<file path="config.mk">
export PLATFORM = sky130hd
export DESIGN_NAME = iomem_arbiter
export DESIGN_NICKNAME = d
export VERILOG_FILES = /design/src/rtl/iomem_pkg.sv /design/src/rtl/iomem_arbiter_rr_pick2.sv /design/src/rtl/iomem_arbiter.sv
export SDC_FILE = /design/constraint.sdc
export NUM_CORES = 1
export LEC_CHECK = 0
export ABC_AREA = 1
export BUFFER_PORTS_ARGS = -buffer_cell sky130_fd_sc_hd__buf_4
export CORE_AREA = 2 2 122 124
export CTS_CLUSTER_SIZE = 24
export DETAILED_ROUTE_END_ITERATION = 12
export DIE_AREA = 0 0 124 126
export PLACE_DENSITY = 0.56
export REMOVE_ABC_BUFFERS = 1
export SLEW_MARGIN = 10
export SYNTH_ARGS = -nofsm -noshare
export SYNTH_HDL_FRONTEND = slang
export SYNTH_SLANG_ARGS = --single-unit
</file>
<file path="constraint.sdc">
create_clock -name clk -period 1.93 [get_ports clk]
set_input_delay 0.386 -clock clk [delete_from_list [all_inputs] [get_ports clk]]
set_output_delay 0.386 -clock clk [all_outputs]
set_load 0.01 [all_outputs]
</file>
<file path="src/rtl/iomem_pkg.sv">
// Shared definitions for the iomem bus arbiter: FSM states, grant encodings,
// the default timeout read data and the memory map.
package iomem_pkg;

    typedef enum logic {
        ST_IDLE = 1'b0,
        ST_BUSY = 1'b1
    } arb_state_e;

    typedef logic [1:0] gnt_t;

    localparam gnt_t GNT_NONE = 2'b00;
    localparam gnt_t GNT_M0   = 2'b01;
    localparam gnt_t GNT_M1   = 2'b10;

    localparam logic [31:0] ERR_DATA_DFLT = 32'hDEAD_BEEF;

    // Main RAM decode: an address is RAM when (addr & RAM_MASK) == RAM_BASE.
    localparam logic [31:0] RAM_BASE = 32'h4000_0000;
    localparam logic [31:0] RAM_MASK = 32'hFFF8_0000;

endpackage

</file>
<file path="src/rtl/iomem_arbiter_rr_pick2.sv">
// Two-way round-robin picker: on a tie the master that was not served last wins.
module rr_pick2
    import iomem_pkg::*;
(
    input  logic [1:0] req_i,
    input  logic       last_i,   // 1 = m1 was granted last
    output logic [1:0] gnt_o
);

    always_comb begin
        gnt_o = GNT_NONE;
        case (req_i)
            2'b01:   gnt_o = GNT_M0;
            2'b10:   gnt_o = GNT_M1;
            2'b11:   gnt_o = last_i ? GNT_M0 : GNT_M1;
            default: gnt_o = GNT_NONE;
        endcase
    end

endmodule

</file>
<file path="src/rtl/iomem_arbiter.sv">
// Shares one iomem valid/ready bus between two masters, one transaction at a
// time, with round-robin fairness and a watchdog that ends unacknowledged transfers.
module iomem_arbiter
    import iomem_pkg::*;
#(
    parameter int unsigned ADDR_WIDTH     = 32,
    parameter int unsigned DATA_WIDTH     = 32,
    parameter int unsigned TIMEOUT_CYCLES = 1024,
    parameter logic [DATA_WIDTH-1:0] ERR_DATA = DATA_WIDTH'(ERR_DATA_DFLT)
) (
    input  logic                    clk,
    input  logic                    resetn,

    input  logic                    m0_valid,
    output logic                    m0_ready,
    input  logic [DATA_WIDTH/8-1:0] m0_wstrb,
    input  logic [ADDR_WIDTH-1:0]   m0_addr,
    input  logic [DATA_WIDTH-1:0]   m0_wdata,
    output logic [DATA_WIDTH-1:0]   m0_rdata,

    input  logic                    m1_valid,
    output logic                    m1_ready,
    input  logic [DATA_WIDTH/8-1:0] m1_wstrb,
    input  logic [ADDR_WIDTH-1:0]   m1_addr,
    input  logic [DATA_WIDTH-1:0]   m1_wdata,
    output logic [DATA_WIDTH-1:0]   m1_rdata,

    output logic                    s_valid,
    input  logic                    s_ready,
    output logic [DATA_WIDTH/8-1:0] s_wstrb,
    output logic [ADDR_WIDTH-1:0]   s_addr,
    output logic [DATA_WIDTH-1:0]   s_wdata,
    input  logic [DATA_WIDTH-1:0]   s_rdata,

    output logic [1:0]              grant_o,
    output logic                    timeout_o
);

    localparam int unsigned CNT_W = (TIMEOUT_CYCLES > 0) ? $clog2(TIMEOUT_CYCLES + 1) : 1;
    localparam logic [CNT_W-1:0] CNT_LAST =
        (TIMEOUT_CYCLES > 0) ? CNT_W'(TIMEOUT_CYCLES - 1) : '0;

    arb_state_e       state_q, state_d;
    gnt_t             gnt_q, gnt_d;
    logic             last_q, last_d;
    logic [CNT_W-1:0] cnt_q, cnt_d;

    gnt_t                  pick;
    logic                  owner_valid;
    logic                  wd_expire;
    logic                  done;
    logic [DATA_WIDTH-1:0] rdata_sel;

    rr_pick2 u_pick (
        .req_i  ({m1_valid, m0_valid}),
        .last_i (last_q),
        .gnt_o  (pick)
    );

    assign owner_valid = (gnt_q[0] && m0_valid) || (gnt_q[1] && m1_valid);
    // The counter holds completed stall cycles, so the Nth stall cycle is the
    // one in which the transfer is terminated.
    assign wd_expire   = (TIMEOUT_CYCLES != 0) && (cnt_q == CNT_LAST);

    always_comb begin
        state_d   = state_q;
        gnt_d     = gnt_q;
        last_d    = last_q;
        cnt_d     = cnt_q;
        s_valid   = 1'b0;
        s_addr    = '0;
        s_wdata   = '0;
        s_wstrb   = '0;
        done      = 1'b0;
        timeout_o = 1'b0;
        rdata_sel = s_rdata;

        case (state_q)
            ST_IDLE: begin
                cnt_d = '0;
                if (pick != GNT_NONE) begin
                    gnt_d   = pick;
                    state_d = ST_BUSY;
                end
            end
            ST_BUSY: begin
                s_addr  = gnt_q[1] ? m1_addr  : m0_addr;
                s_wdata = gnt_q[1] ? m1_wdata : m0_wdata;
                s_wstrb = gnt_q[1] ? m1_wstrb : m0_wstrb;
                if (!owner_valid) begin
                    // Master withdrew its request: abandon silently.
                    state_d = ST_IDLE;
                    gnt_d   = GNT_NONE;
                    cnt_d   = '0;
                end else if (s_ready) begin
                    s_valid = 1'b1;
                    done    = 1'b1;
                    state_d = ST_IDLE;
                    gnt_d   = GNT_NONE;
                    last_d  = gnt_q[1];
                    cnt_d   = '0;
                end else if (wd_expire) begin
                    done      = 1'b1;
                    timeout_o = 1'b1;
                    rdata_sel = ERR_DATA;
                    state_d   = ST_IDLE;
                    gnt_d     = GNT_NONE;
                    last_d    = gnt_q[1];
                    cnt_d     = '0;
                end else begin
                    s_valid = 1'b1;
                    cnt_d   = cnt_q + CNT_W'(1);
                end
            end
            default: begin
                state_d = ST_IDLE;
                gnt_d   = GNT_NONE;
            end
        endcase

        // A reset cycle must never complete a transfer.
        if (!resetn) begin
            s_valid   = 1'b0;
            done      = 1'b0;
            timeout_o = 1'b0;
        end
    end

    always_ff @(posedge clk) begin
        if (!resetn) begin
            state_q <= ST_IDLE;
            gnt_q   <= GNT_NONE;
            last_q  <= 1'b1;
            cnt_q   <= '0;
        end else begin
            state_q <= state_d;
            gnt_q   <= gnt_d;
            last_q  <= last_d;
            cnt_q   <= cnt_d;
        end
    end

    assign m0_ready = done && gnt_q[0];
    assign m1_ready = done && gnt_q[1];
    assign m0_rdata = m0_ready ? rdata_sel : '0;
    assign m1_rdata = m1_ready ? rdata_sel : '0;
    assign grant_o  = gnt_q;

endmodule

</file>
### After elaboration in Yosys (flattened, before gate mapping)

Index checks and enable logic that the tools add are counted.

| word-level totals | value |
|---|---|
| register bits after elaboration | 15 |
| output and inout bits | 138 |
| logic and storage cells | 64 |

| cells by class | value |
|---|---|
| add/sub/neg operators | 1 |
| eq/ne operators | 6 |
| multiplexer cells | 43 |
| bitwise operators | 1 |
| reduce and logical (&&, ||, !) cells | 9 |

Operator list:

| cell | count |
|---|---|
| 2-to-1 mux 32 bit | 10 |
| 2-to-1 mux 11 bit | 3 |
| case mux 11 bit (2 select lines) | 1 |
| 2-to-1 mux 1 bit | 19 |
| adder 11 x 1 -> 11 bit, second input constant | 1 |
| equality test 11 x 10 -> 1 bit, second input constant | 1 |
| 2-to-1 mux 2 bit | 5 |
| 2-to-1 mux 4 bit | 2 |
| case mux 2 bit (3 select lines) | 1 |
| equality test 2 bit, second input constant | 2 |
| logical AND 1 bit | 4 |
| inequality test 4 x 3 -> 1 bit, second input constant | 1 |
| case mux 2 bit (2 select lines) | 1 |
| nonzero test 2 bit | 2 |
| AND reduction 3 bit | 1 |
| equality test 2 x 1 -> 1 bit, second input constant | 1 |
| inequality test 2 bit, second input constant | 1 |
| case mux 1 bit (2 select lines) | 1 |
| AND reduction 2 bit | 1 |
| logical OR 1 bit | 1 |
| NOT 1 bit | 1 |

### Logic depth before layout (Yosys ltp)

| depth | value |
|---|---|
| depth after elaboration | 8 |
| depth in mapped cells | 9 |

### By module

Synthesis repeated with hierarchy kept, for this count alone.

| second synthesis, totals | value |
|---|---|
| cells, all modules | 435 |
| area total of the unflattened synthesis | 2245.9 um2 |

Modules (own cells, without submodules):

| module | instances | cells an instance | area an instance (um2) |
|---|---|---|---|
| iomem_arbiter | 1 | 430 | 2224.6 |
| rr_pick2 | 1 | 5 | 21.3 |

### Worst setup path after synthesis

Ideal clock, no wire load.

| path | value |
|---|---|
| path type | register to output |
| start point | reg cnt_q[0] |
| end point | out m0_rdata[2] |
| arrival | 1.487 ns |
| path slack | 0.057 ns |
| cell stages (with the launch flop) | 9 |
| path buffers | 1 |
| path through | dfxtp_1 > ha_1 > nand2_1 > nor2_2 > nand3_4 > nand2_2 > nand3_2 > buf_4 > a21oi_1 |

| between the ends | value |
|---|---|
| longest elaborated chain between the ends | 8 |

RTL lines:

| what | line | text |
|---|---|---|
| start, declared | iomem_arbiter.sv:46 | `logic [CNT_W-1:0] cnt_q, cnt_d;` |
| start signal, assigned | iomem_arbiter.sv:139 | `cnt_q <= cnt_d;` |
| equality test 11 x 10 -> 1 bit * | iomem_arbiter.sv:63 | `assign wd_expire = (TIMEOUT_CYCLES != 0) && (cnt_q == CNT_LAST);` |
| 2-to-1 mux 1 bit | iomem_arbiter.sv:102 | `end else if (wd_expire) begin` |
| 2-to-1 mux 1 bit | iomem_arbiter.sv:95 | `end else if (s_ready) begin` |
| 2-to-1 mux 1 bit | iomem_arbiter.sv:90 | `if (!owner_valid) begin` |
| 2-to-1 mux 1 bit | iomem_arbiter.sv:78 | `case (state_q)` |
| 2-to-1 mux 1 bit | iomem_arbiter.sv:122 | `if (!resetn) begin` |
| logical AND 1 bit | iomem_arbiter.sv:143 | `assign m0_ready = done && gnt_q[0];` |
| 2-to-1 mux 32 bit * | iomem_arbiter.sv:145 | `assign m0_rdata = m0_ready ? rdata_sel : '0;` |
| end, declared | iomem_arbiter.sv:19 | `output logic [DATA_WIDTH-1:0] m0_rdata,` |

Every way passes the cells marked *; elsewhere a longest branch is shown, timed or not.

### Worst setup path in the final report

| path | value |
|---|---|
| start point | reg cnt_q[0] |
| end point | out m0_rdata[10] |

Same word-level chain as after synthesis.

==> flow_metrics.py <==
metrics = {
    "worst_setup_path": {
        "end_kind": "output pin",
        "crit_path_start_kind": "flop",
        "path_max_fanout": 10,
        "path_class": "reg2out",
        "worstPathArrival_ps": 1810,
        "required_ps": 1540,
    },
    "yosys": {
        "synth-seq-cells": 15,
        "synth_top_cell_by_area": "nor2_1",
        "syn_area_per_cell_um2": 5.47,
        "ys.flop_type": "dfxtp_1",
        "synth_top_area_frac": 0.263,
        "yosysWarnings": 0,
        "yosysSeqAreaShare": 0.128,
        "netlist_area_um2": 2350,
        "async_flop_share": 0,
        "synth_cell_types": 31,
        "syn_inst": 430,
        "synth_area_leaders": "nor2_1 (26%), a21oi_2 (15%), o21ai_0 (14%), dfxtp_1 (13%), inv_1 (5.6%)",
        "synth_edf_count": 0,
    },
    "die": {
        "die_area_um2": 15600,
        "ios": 311,
        "fp.dieW_um": 124,
        "die_h_um": 126,
        "rows": 44,
        "core_area_um2": 14300,
        "start_util": 0.164,
    },
    "sta": {
        "worst_clock_skew_ps": 4.95,
        "rsz0062_at_grt": "true",
        "slew_violations": 0,
        "max_freq_mhz": 456,
        "period_needed_ps": 2200,
        "setup_violations": 67,
        "worstMarginPinSlew_ps": 486,
        "setup_slack_ps": -265,
        "slew_headroom": 0.674,
        "setup_tns_ps": -15200,
        "final_hold_viol_count": 0,
        "post-route-period-util": 1.14,
    },
    "detailed_routing": {
        "drt_pass1_iterations": 4,
        "top_layer": "met4",
        "drc": 0,
        "ant_nets": 0,
        "vias_per_cell": 4.23,
        "wl_met1_mm": 5.06,
        "wl_mm": 13.3,
        "vias": 3918,
        "wl_met3_mm": 1.43,
        "wl_per_cell_um": 14.4,
        "wl_met2_mm": 6.61,
        "drtIter0Drc": 134,
    },
    "grt": {
        "grt_pass1_wl_mm": 19.4,
        "grt_max_degree": 54,
        "grt.total_usage": 0.156,
        "grt_overflow": 0,
        "grt_pass1_vias": 3832,
        "grt_antenna_before_repair": 0,
    },
    "job": {
        "cap_viol_max_count": 0,
    },
    "placement": {
        "dp_slack_ps": -68.8,
        "place.gp.congestion": 0.762,
        "port_buffers": 310,
        "place_hpwl_mm": 9.87,
    },
    "cts": {
        "h-tree-depth": 1,
        "cts_buffer_depth": 2,
        "cts_tree": "built",
        "hold_buffers": 0,
        "clock_latency_ps": 240,
        "numCtsBuffers": 3,
        "cts-root-buf": "clkbuf_16",
        "clk_pin_slew_ps": 50,
        "cts.sinks": 15,
    },
    "power_and_ir_drop": {
        "switchingPower_w": 0.000488,
        "power.density_nw_per_um2": 276,
        "power_frac_clock": 0.266,
        "seqPwrFrac": 0.211,
        "power_leakage_nw": 2.85,
        "comb_power_share": 0.522,
        "sw_frac_of_total": 0.322,
        "ir_drop_uv": 277,
        "internal_power_w": 0.00103,
    },
    "cells_and_area": {
        "diodes": 0,
        "finalNetCount": 918,
        "areaGrowthSynthToFinish_pct": 134,
        "drive_gt1_frac": 0.584,
    },
    "outcome": {
        "status": "finished with violations",
        "failed_checks": "negative setup slack",
    },
    "worst_hold_path": {
        "hold_class": "reg2reg",
    },
}
repair_timing:
item / 4_1_cts / 5_1_grt
resized for setup: 41 / 26
pin swaps: 1 / 2
cloned: 6 / 1
endpoints found under the setup margin: 69 / 96
setup buffers: 11 / 2
state kept, by name, summed over array words and instances, names as in the netlist:
register and count:
grant_o 2, cnt_q 11, state_q 1, last_q 1
layout make-up:
| class | instances | area [um^2] |
|---|---|---|
| inverters | 37 | 151 |
| repair buffers | 344 | 2850 |
| fillers | 1558 | 8810 |
| well taps | 184 | 230 |
| clock inverters | 1 | 5.00 |
| multi-input cells | 343 | 1890 |
| clock buffers | 3 | 75.1 |
| flip-flops and latches | 15 | 305 |
critical path, stage by stage (launching register included):
cell and delay [ps]:
dfxtp_2 350, ha_4 150, nand2_4 60, nor2_4 130, nand3_4 120, nor2_4 170, nand2_8 130, clkbuf_16 200
a21oi_2 120, buf_4 130
cells by family after synthesis:
logic type | share of synthesized area
simple gates | 0.373
compound gates | 0.338
flops | 0.128
xor+xnor | 0.0186
fa+ha+maj | 0.00532
buf+inv | 0.137
power by group through the flow:
stage | clock network [W] | logic, W | registers, W
6_report | 0.000404 | 0.000792 | 0.000321
3_3_place_gp | 0 | 0.000756 | 0.000327
5_1_grt | 0.000431 | 0.000870 | 0.000321
4_1_cts | 0.000414 | 0.000795 | 0.000321
3_5_place_dp | 0 | 0.000759 | 0.000327
2_1_floorplan | 0 | 0.000216 | 0.000353
final timing paths:
kind / startpoint / end / slack, ps / depth (start not counted)
max: cnt_q[0] / m0_rdata[10] / -270 / 9
min: cnt_q[10] / cnt_q[10] / 480 / 2
max reg2reg: cnt_q[0] / last_q / 90 / 15
min reg2reg: cnt_q[10] / cnt_q[10] / 480 / 2
through the flow:
step | utilization | power, W | cells | hold slack [ps] | instance area (um^2)
after floorplan | - | 0.000569 | 395 | 418 | 2170
after global placement | 0.345 | 0.00108 | 906 | 467 | 4930
after detailed placement | 0.345 | 0.00109 | 906 | 467 | 4930
after CTS | 0.377 | 0.00153 | 927 | 471 | 5400
after global routing | 0.385 | 0.00162 | 927 | 476 | 5510
final | 0.385 | 0.00152 | 927 | 480 | 5510
routing by layer:
metal  vias to the layer above  global-route usage
li1                       1986                   -
met1                      1699               0.177
met2                       219               0.296
met3                        14              0.0353
met4                         0              0.0271
met5                         -                   0
layout by cell type (no fill, tap or decap), types with 4 or more instances in the layout:
master / count
a21oi_4: 4
nand2_1: 16
nor2_2: 5
nand2_2: 10
buf_16: 6
dfxtp_2: 4
inv_1: 32
a21oi_1: 7
clkbuf_16: 4
nor2_1: 160
buf_12: 7
buf_6: 9
buf_4: 320
nand3_1: 4
o21ai_0: 66
dfxtp_1: 11
a21oi_2: 43
Yosys cell counts, drive strengths merged, types with 2 or more instances:
| cell type | count |
|---|---|
| a21oi | 54 |
| buf | 14 |
| clkbuf | 21 |
| dfxtp | 15 |
| inv | 37 |
| nand2 | 30 |
| nand3 | 7 |
| nor2 | 169 |
| nor3 | 2 |
| o21ai | 70 |
| xnor2 | 2 |
| xor2 | 3 |
Power figures use the tool's default switching activity.
